### src/rtl/axi_inval_sequencer.sv
// axi_inval_sequencer: turns accepted AXI INCR write bursts into per-line
// L1 D-cache invalidation requests, dropping back-to-back duplicate lines
// and pulsing done_o per burst in acceptance order.
module axi_inval_sequencer #(
    parameter int unsigned AddrWidth   = 64,
    parameter int unsigned L1LineWidth = 16,
    parameter int unsigned MaxTxns     = 4
) (
    input  logic                 clk_i,
    input  logic                 rst_ni,
    input  logic                 en_i,
    input  logic [AddrWidth-1:0] burst_addr_i,
    input  logic [7:0]           burst_len_i,
    input  logic [2:0]           burst_size_i,
    input  logic                 burst_valid_i,
    output logic                 burst_ready_o,
    output logic [AddrWidth-1:0] inval_addr_o,
    output logic                 inval_valid_o,
    input  logic                 inval_ready_i,
    output logic                 done_o,
    output logic                 busy_o
);

    localparam int unsigned PtrW = $clog2(MaxTxns);
    localparam logic [AddrWidth-1:0] LineMask = ~(AddrWidth'(L1LineWidth - 1));
    localparam logic [AddrWidth-1:0] LineStep = AddrWidth'(L1LineWidth);

    typedef struct packed {
        logic [AddrWidth-1:0] first;
        logic [AddrWidth-1:0] last;
        logic                 en;
    } desc_t;

    typedef enum logic [1:0] {
        S_IDLE,
        S_ISSUE,
        S_DONE
    } state_e;

    desc_t                r_fifo [MaxTxns];
    logic [PtrW:0]        r_wptr, r_rptr;
    state_e               r_state, w_state_nxt;
    logic [AddrWidth-1:0] r_cur, r_end;
    logic [AddrWidth-1:0] r_last_line;
    logic                 r_last_vld;

    logic                 w_empty, w_full, w_push, w_pop;
    logic                 w_suppress, w_valid, w_adv, w_done;
    desc_t                w_head, w_new;
    logic [AddrWidth:0]   w_size_mask, w_bytes, w_end;
    logic [AddrWidth-1:0] w_end_clamp;

    assign w_empty = (r_wptr == r_rptr);
    assign w_full  = (r_wptr[PtrW] != r_rptr[PtrW]) &&
                     (r_wptr[PtrW-1:0] == r_rptr[PtrW-1:0]);
    assign w_push  = burst_valid_i && !w_full;
    assign w_head  = r_fifo[r_rptr[PtrW-1:0]];

    // Burst line range at acceptance, one extra bit to catch address-space overflow.
    always_comb begin
        w_size_mask = ((AddrWidth+1)'(1) << burst_size_i) - (AddrWidth+1)'(1);
        w_bytes     = ((AddrWidth+1)'(burst_len_i) + (AddrWidth+1)'(1)) << burst_size_i;
        w_end       = ({1'b0, burst_addr_i} & ~w_size_mask) + w_bytes - (AddrWidth+1)'(1);
        // A burst running past the top of memory stops at the last line, never wraps.
        w_end_clamp = w_end[AddrWidth] ? '1 : w_end[AddrWidth-1:0];
        w_new.first = burst_addr_i & LineMask;
        w_new.last  = w_end_clamp & LineMask;
        w_new.en    = en_i;
    end

    // Descriptor FIFO storage; no reset needed, pointers define occupancy.
    always_ff @(posedge clk_i) begin
        if (w_push) r_fifo[r_wptr[PtrW-1:0]] <= w_new;
    end

    // FIFO pointers.
    always_ff @(posedge clk_i or negedge rst_ni) begin
        if (!rst_ni) begin
            r_wptr <= '0;
            r_rptr <= '0;
        end else begin
            if (w_push) r_wptr <= r_wptr + 1'b1;
            if (w_pop)  r_rptr <= r_rptr + 1'b1;
        end
    end

    // Walker state register.
    always_ff @(posedge clk_i or negedge rst_ni) begin
        if (!rst_ni) r_state <= S_IDLE;
        else         r_state <= w_state_nxt;
    end

    // Walker next-state and control outputs.
    always_comb begin
        w_state_nxt = r_state;
        w_pop       = 1'b0;
        w_suppress  = 1'b0;
        w_valid     = 1'b0;
        w_adv       = 1'b0;
        w_done      = 1'b0;
        case (r_state)
            S_IDLE: begin
                if (!w_empty) begin
                    w_pop       = 1'b1;
                    w_state_nxt = w_head.en ? S_ISSUE : S_DONE;
                end
            end
            S_ISSUE: begin
                // Same line as the last one invalidated: skip with a bubble.
                w_suppress = r_last_vld && (r_cur == r_last_line);
                w_valid    = !w_suppress;
                if (w_suppress || inval_ready_i) begin
                    w_adv = 1'b1;
                    if (r_cur == r_end) w_state_nxt = S_DONE;
                end
            end
            S_DONE: begin
                w_done      = 1'b1;
                w_state_nxt = S_IDLE;
            end
            default: w_state_nxt = S_IDLE;
        endcase
    end

    // Current/final line of the burst under walk.
    always_ff @(posedge clk_i or negedge rst_ni) begin
        if (!rst_ni) begin
            r_cur <= '0;
            r_end <= '0;
        end else if (w_pop) begin
            r_cur <= w_head.first;
            r_end <= w_head.last;
        end else if (w_adv && (r_cur != r_end)) begin
            r_cur <= r_cur + LineStep;
        end
    end

    // Last invalidated line; forgotten whenever coherence is disabled.
    always_ff @(posedge clk_i or negedge rst_ni) begin
        if (!rst_ni) begin
            r_last_line <= '0;
            r_last_vld  <= 1'b0;
        end else if (!en_i) begin
            r_last_vld  <= 1'b0;
        end else if (w_valid && inval_ready_i) begin
            r_last_line <= r_cur;
            r_last_vld  <= 1'b1;
        end
    end

    assign burst_ready_o = !w_full;
    assign inval_valid_o = w_valid;
    assign inval_addr_o  = w_valid ? r_cur : '0;
    assign done_o        = w_done;
    assign busy_o        = !w_empty || (r_state != S_IDLE);

endmodule
### config.mk
export PLATFORM = sky130hd
export DESIGN_NAME = axi_inval_sequencer
export DESIGN_NICKNAME = d
export VERILOG_FILES = /design/src/rtl/axi_inval_sequencer.sv
export SDC_FILE = /design/constraint.sdc
export NUM_CORES = 1
export LEC_CHECK = 0
export ABC_AREA = 1
export ABC_CLOCK_PERIOD_IN_PS = 9180
export CORE_ASPECT_RATIO = 0.9
export CORE_MARGIN = 1.5
export CORE_UTILIZATION = 45
export DETAILED_ROUTE_END_ITERATION = 8
export MAX_ROUTING_LAYER = met4
export PLACE_DENSITY = 0.71
export SETUP_SLACK_MARGIN = 0.2
export SYNTH_ARGS = -nofsm -noshare
export SYNTH_HDL_FRONTEND = slang
export SYNTH_SLANG_ARGS = --single-unit
### constraint.sdc
create_clock -name clk_i -period 9.18 [get_ports clk_i]
set_input_delay 0.918 -clock clk_i [delete_from_list [all_inputs] [get_ports clk_i]]
set_output_delay 0.918 -clock clk_i [all_outputs]
set_load 0.1 [all_outputs]
==> results.md, run 1 <==
- Chip Width: just over 300 microns
- Row cnt: 98
- Met3 Track Usage GR: 0.04325
- FILL cells: around 7,400
- Fin crit period: around 5400 ps
- Post-synth ARST share: 0.2808
- Cells after synthesis: approximately 4,200
- Worst Path Required: 8260 ps
- Max-cap violation count: 0
- Chip Height: around 270 microns
- CTS resizes: 0
- Reg clk slew, reported paths: about 60 ps
- Worst Tran Pin Value: 1145 ps
- Final WL: between 100 and 150 mm
- 1st-pass router iterations: 6
- XOR/XNOR Fraction of Synth Area: 0.03797
- HP Class: primary input to async pin
- Commonest cells in the synthesized netlist: nand2_1 (927), nor2_1 (715), edfxtp_1 (484)
- H-tree lvl count: 3
- Fin crit share: 0.5884
- Grt total ovfl: 0
- Hold_buf cts: 0
- Yosys top cell by area: edfxtp_1
- Clk Latency, worst-skew pair: 630 ps
- Power Dens Cells: roughly 330 mW/mm^2
- Vias post-DR: about 30,000
- Simple-gate area share of the yosys netlist: 0.2245
- Crit path arrival time: ~4500 ps
- CP Class: flip-flop to primary output
- Clock power frac: 0.209
- Hold slack: about 240 ps
- Net Sw Frac: 0.4578
- Antenna violations before repair: 10
- RSZ-0062 raised after global routing: false
- Synth top area share: 0.3988
- Num ports: 148
- M2 GR Usage: 0.4390
- Status: complete, no violations
- Wire length per cell: 22.55 microns
- Post-Synth Adder-Cell Area: 0.02747
- Pleak: 16.04 nW
- Cts bufs inserted: 70
- Mapped cell area: 0.03644 sq mm
- First-pass GRT wire length: 178.1 mm
- DRC: 0
- Deepest clock path buffer count: 3
- Peak supply drop: a little under 0.2 mV
- Largest family of logic cells by synthesized area: simple AND/OR/NAND/NOR gates
- Most used DFF post-synth: edfxtp_1
- Comb power frac: 0.423
- Top post-synthesis cells by area: edfxtp_1 (40%), dfrtp_1 (13%), nand2_1 (9.5%)
- P_sw: about 6.2 mW
- Ratio of cells with drive above 1 in the final layout: 0.05394
- Clock root buffer: clkbuf_16
- Nets@finish: ~4,400
- Register share of total power: 0.367
- Seq cells post-synth: ~670
- Post-synthesis sequential area ratio: 0.5286
- Met1 Track Usage GR: 0.4247
- Avg Cell Area, Syn: between 8 and 9 sq um
- Post-route ant nets: 0
- Hold Vio Cnt, Final: 0
- Initial core utilization: 0.4565
- Port buffer count: 143
- Post-synthesis mux area share: 0.0005494
- Netlist cell types: 54
- Clock Skew: around 23 ps
- Area Growth Syn to Fin: 11.18%
- Type of origin of the critical path: flip-flop
- Compound-Gate Fraction of Synth Area: 0.1030
- Total core area: between 0.07 and 0.08 sq mm
- Kind of end point of the critical path: primary output
- Largest net degree at the start of global routing: about 130
- Vias in the first global route: between 20,000 and 30,000
- Setup-failing EPs final: 0
- Relative slew slack: 0.2366
- Final GP Congestion: between 1 and 1.5
- Post-synth EDFFs: a little under 500
- Post-CTS setup buffers: 0
- CTS tree: yes
- Detailed-route vias per instance: roughly 5.7
- CTS sink cnt: around 670
- Worst r2r path cells: 9
- Area of the die: a little over 0.08 sq mm
- GRT Util Overall: 0.3000
- Layer with the highest usage: met2
- Fin. max-slew vios: 0
- Peak Freq: roughly 190 MHz
- Cell Int Power: 7.314 mW
- Syn. warnings: 0
- Initial DRC count: approximately 3,800
- Dpl hpwl: 86.98 mm
- Setup_tns: 0 ps
- Count leader, synth: nand2_1
- CP max FO: 92
==> logic make-up after synthesis <==
kind of cell / Yosys count
AOI/OAI and AO/OA: 693
xor gates and xnor gates: 158
adders and majority gates: 80
buffers and inverters: 665
DFF: 673
muxes: 2
other: 1
and+or+nand+nor: 1976
==> routing by layer <==
metal / share of wire / vias up
li1: - / 14050
met1: 0.43 / 14350
met2: 0.44 / 1610
met3: 0.097 / 243
met4: 0.041 / 0
met5: 0 / -
==> sequential cells by signal, summed over array words and instances, names as in the netlist <==
register / cells
r_end: 60
r_fifo: 484
r_rptr: 3
r_state: 2
r_last_line: 60
r_wptr: 3
r_cur: 60
r_last_vld: 1
==> cell usage in the layout (no fill, tap or decap), drive strengths merged, types with 49 or more instances in the layout <==
cell type      instances
o22ai                109
xnor2                 80
clkdlybuf4s50        142
nand2                953
xor2                  78
nand3                196
a21oi                 92
clkbuf                88
nand4                 49
ha                    80
inv                  423
nor2                 722
dfrtp                189
edfxtp               484
o21ai                417
==> area by class of cell <==
class                   count  area [sq um]  area share
flip-flops and latches    673         19270      0.4756
multi-input cells        2913         14390      0.3553
clock buffers              87          1878     0.04635
inverters                 421          1593     0.03931
well taps                1050          1314     0.03243
clock inverters            38         380.4    0.009388
repair buffers            169          1680     0.04147
diodes                      2         5.005   0.0001235
==> power groups by stage <==
stage                     Sequential (mW)  Combinational [mW]  Clock, mW
after detailed placement             4.97                5.63          0
after global routing                 5.00                6.18       2.97
final                                4.95                5.71       2.82
after global placement               4.96                5.57          0
after CTS                            4.92                5.66       2.84
after floorplan                      4.61                4.13          0
==> worst max-delay path, stage by stage, from the launching register on <==
cell and delay (ps):
dfrtp_1 490, xnor2_1 520, nand4_1 350, nor2_1 170
nand2_1 70, nor2_1 150, nand2_1 170, nand2_2 90
buf_4 660, nor2_1 170, clkdlybuf4s50_1 1020
==> stage by stage <==
| step | total power, mW | util | setup WS, ps | instance area (sq um) | std cells |
|---|---|---|---|---|---|
| after floorplan | 8.746 | - | 1589 | 36450 | 4251 |
| after global placement | 10.53 | 0.4792 | 3616 | 38250 | 5226 |
| after detailed placement | 10.61 | 0.4792 | 3538 | 38250 | 5226 |
| after CTS | 13.41 | 0.5075 | 3827 | 40510 | 5351 |
| after global routing | 14.15 | 0.5075 | 3663 | 40510 | 5352 |
| final | 13.49 | 0.5076 | 3778 | 40520 | 5353 |
==> worst paths after layout <==
check	from	endpoint	slack [ps]
max	r_cur[44]	inval_addr_o[14]	3780
min	rst_ni	r_state[1]	240
max reg2reg	r_rptr[0]	r_cur[43]	5430
min reg2reg	r_last_vld	r_last_vld	490
max in group asynchronous	rst_ni	r_end[38]	7470
min in group clk_i	r_last_vld	r_last_vld	490
No activity file was read; power rests on OpenSTA's default activity.
==> run 2: changes to the inputs <==
--- a/config.mk
+++ b/config.mk
@@ -6,7 +6,7 @@
 export NUM_CORES = 1
 export LEC_CHECK = 0
 export ABC_AREA = 1
-export ABC_CLOCK_PERIOD_IN_PS = 9180
+export ABC_CLOCK_PERIOD_IN_PS = 5000
 export CORE_ASPECT_RATIO = 0.9
 export CORE_MARGIN = 1.5
 export CORE_UTILIZATION = 45
==> constraint.sdc (replaced) <==
create_clock -name clk_i -period 5 [get_ports clk_i]
set_input_delay 0.5 -clock clk_i [delete_from_list [all_inputs] [get_ports clk_i]]
set_output_delay 0.5 -clock clk_i [all_outputs]
set_load 0.1 [all_outputs]
==> run 2 against run 1 <==
Core utilization up 0.48 points; non-clock buffer count is 47 higher; clock power increased by 88%; total power rose by 86%; global-route usage grew 0.75 points; sequential share of layout area is 0.45 points lower; first-iteration DRC count shrank 1.1%; sequential power grew 80%; register-to-register slack worse by 3800 ps; highest routed layer unchanged.
==> results.md, run 2 (synthesis gave the netlist of run 1 again) <==
- Status: complete, no violations (unchanged)
- Clock root buffer: clkbuf_16 (unchanged)
- Leading cell type in the layout, fill and taps excluded: nand2_1 (unchanged)
- Fin crit share: 0.8643
- Area Growth Syn to Fin: 12.23% (was 11.18%)
- Initial core utilization: 0.4565 (unchanged)
- Commonest non-fill, non-tap cells in the layout: nand2_1 (925), nor2_1 (711), edfxtp_1 (484) (unchanged)
- Slowest cell on the critical path: clkdlybuf4s50_1 (unchanged)
- PnR worst setup slack: 678.4 ps (was 3778 ps)
- Type of origin of the critical path: primary input (was flip-flop)
- Most used cell, CP: nand2_1 (was nor2_1)
- Final WL: 123.5 mm (was 120.7 mm)
- Final GP Congestion: 1.063 (was 1.047)
- Critical Path Max Stage Delay: 550 ps (was 1020 ps)
- Peak Freq: ~230 MHz
- Final Non-Filler Cells: 5,400 (was 5,353)
- Hold Vio Cnt, Final: 0 (unchanged)
- Port buffer count: 143 (unchanged)
- Deepest clock path buffer count: 3 (unchanged)
- Total core area: 0.07982 sq mm (unchanged)
- Nets@finish: 4,455 (was 4,408)
- Largest register FFs: 484 (unchanged)
- Setup WS pre-CTS: -43.61 ps (was 3538 ps)
- Worst Path Required: 5350 ps (was 8260 ps)
- Reg clk slew, reported paths: 60 ps (about the same)
- Max-cap violation count: 0 (unchanged)
- Dpl hpwl: 90.99 mm (was 86.98 mm)
- CP Class: primary input to flip-flop (was flip-flop to primary output)
- Post-CTS setup buffers: 0 (unchanged)
- Fin. max-slew vios: 0 (unchanged)
- Chip Height: 273.0 microns (unchanged)
- Power Dens Cells: 615.0 mW/mm^2 (was 333.0 mW/mm^2)
- Post-route ant nets: 0 (unchanged)
- Detailed-route vias per instance: 5.642 (was 5.651)
- Area of the die: 0.08270 sq mm (unchanged)
- CP max FO: 16 (was 92)
- Peak supply drop: 0.3833 mV (was 0.1940 mV)
- Fin crit period: approximately 4300 ps
- Num ports: 148 (unchanged)
- Vias in the first global route: 28,380 (was 27,800)
- Cts bufs inserted: 70 (unchanged)
- Grt total ovfl: 0 (unchanged)
- Placed cells: 5,272 (was 5,226)
- First-pass GRT wire length: 181.8 mm (was 178.1 mm)
- DRC: 0 (unchanged)
- Kind of end point of the critical path: flip-flop (was primary output)
- Setup-failing EPs final: 0 (unchanged)
- Crit path arrival time: 4670 ps (was 4480 ps)
- Pleak: 16.45 nW (was 16.04 nW)
- GRT Util Overall: 0.3076 (was 0.3000)
- Clk Latency, worst-skew pair: 640 ps (was 630 ps)
- Post-layout util: 0.5124 (was 0.5076)
- Largest net degree at the start of global routing: 159 (was 126)
- Vias post-DR: 30,470 (was 30,250)
- Ratio of cells with drive above 1 in the final layout: 0.07979 (was 0.05394)
- Row cnt: 98 (unchanged)
- Chip Width: 303.0 microns (unchanged)
- FILL cells: 7,438 (was 7,351)
- CTS tree: yes (unchanged)
- Wire length per cell: 22.87 microns (was 22.55 microns)
- Antenna violations before repair: 4 (was 10)
- Clock Skew: 24.36 ps (was 23.42 ps)
- Relative slew slack: 0.2845 (was 0.2366)
- H-tree lvl count: 3 (unchanged)
- Worst Tran Pin Value: 1065 ps (was 1145 ps)
- RSZ-0062 raised after global routing: false (unchanged)
- 1st-pass router iterations: 6 (unchanged)
- CTS sink cnt: 673 (unchanged)
- HP Class: flip-flop to flip-flop (was primary input to async pin)
- Initial DRC count: 3,739 (was 3,780)
[run 2: worst max-delay path: cells and delay by family]
kind / cells / cell delay (ps)
simple gates: 18 / 2160
fa+ha+maj: 3 / 900
buf+inv: 4 / 870
compound gates: 1 / 210
[run 2: where the power goes]
part / leakage [nW] / switching (mW) / internal (mW) / total [mW]
combinational: 8.65 / 8.09 / 2.85 / 10.9
sequential: 6.68 / 1.17 / 7.75 / 8.92
clock: 1.12 / 2.30 / 3.00 / 5.30
total: 16.4 / 11.6 / 13.6 / 25.2
[run 2: metal layers]
metal	up-vias	wire (microns)	part of all wire	track usage
li1	14110	-	-	-
met1	14550	51680	0.42	0.4265
met2	1570	54140	0.44	0.4524
met3	246	12780	0.10	0.05295
met4	0	4880	0.040	0.1119
met5	-	0	0	-
[run 2: cell type report]
type	instances	area (sq um)	share of cell area
antenna	1	2.502	0.00006118
clock buffer	88	1859	0.04546
clock inverter	38	445.4	0.01089
inverter	421	1592	0.03891
multi-input combinational	2913	14400	0.3521
sequential	673	19270	0.4712
tap	1050	1314	0.03212
timing repair buffer	216	2013	0.04922
[run 2: worst paths after layout]
check / slack (ps) / cells past startpoint / end / start
hold reg to reg: 490 / 2 / r_last_vld / r_last_vld
min in group asynchronous: 510 / 2 / r_rptr[1] / rst_ni
setup reg to reg: 1600 / 12 / r_last_line[7] / r_cur[44]
max in group asynchronous: 3390 / 3 / r_cur[61] / rst_ni
setup / recovery: 680 / 26 / r_fifo[1][23] / burst_len_i[0]
hold / removal: 490 / 2 / r_last_vld / r_last_vld
[run 2: through the flow]
step | power, mW | hold WS (ps) | cell area, sq um | setup TNS, ps
floorplan | 15.98 | 204.4 | 36460 | -276520
global placement | 19.54 | 463.5 | 38570 | 0
detailed placement | 19.70 | 472.3 | 38570 | -1432
CTS | 24.97 | 486.0 | 40890 | 0
global route | 26.33 | 503.6 | 40900 | 0
finish | 25.15 | 487.4 | 40900 | 0
[run 2: timing repair]
item,4_1_cts,5_1_grt
endpoints found under the hold margin,12,0
gates resized for setup,0,3
endpoints found under the setup margin,0,192
hold buffers,1,0
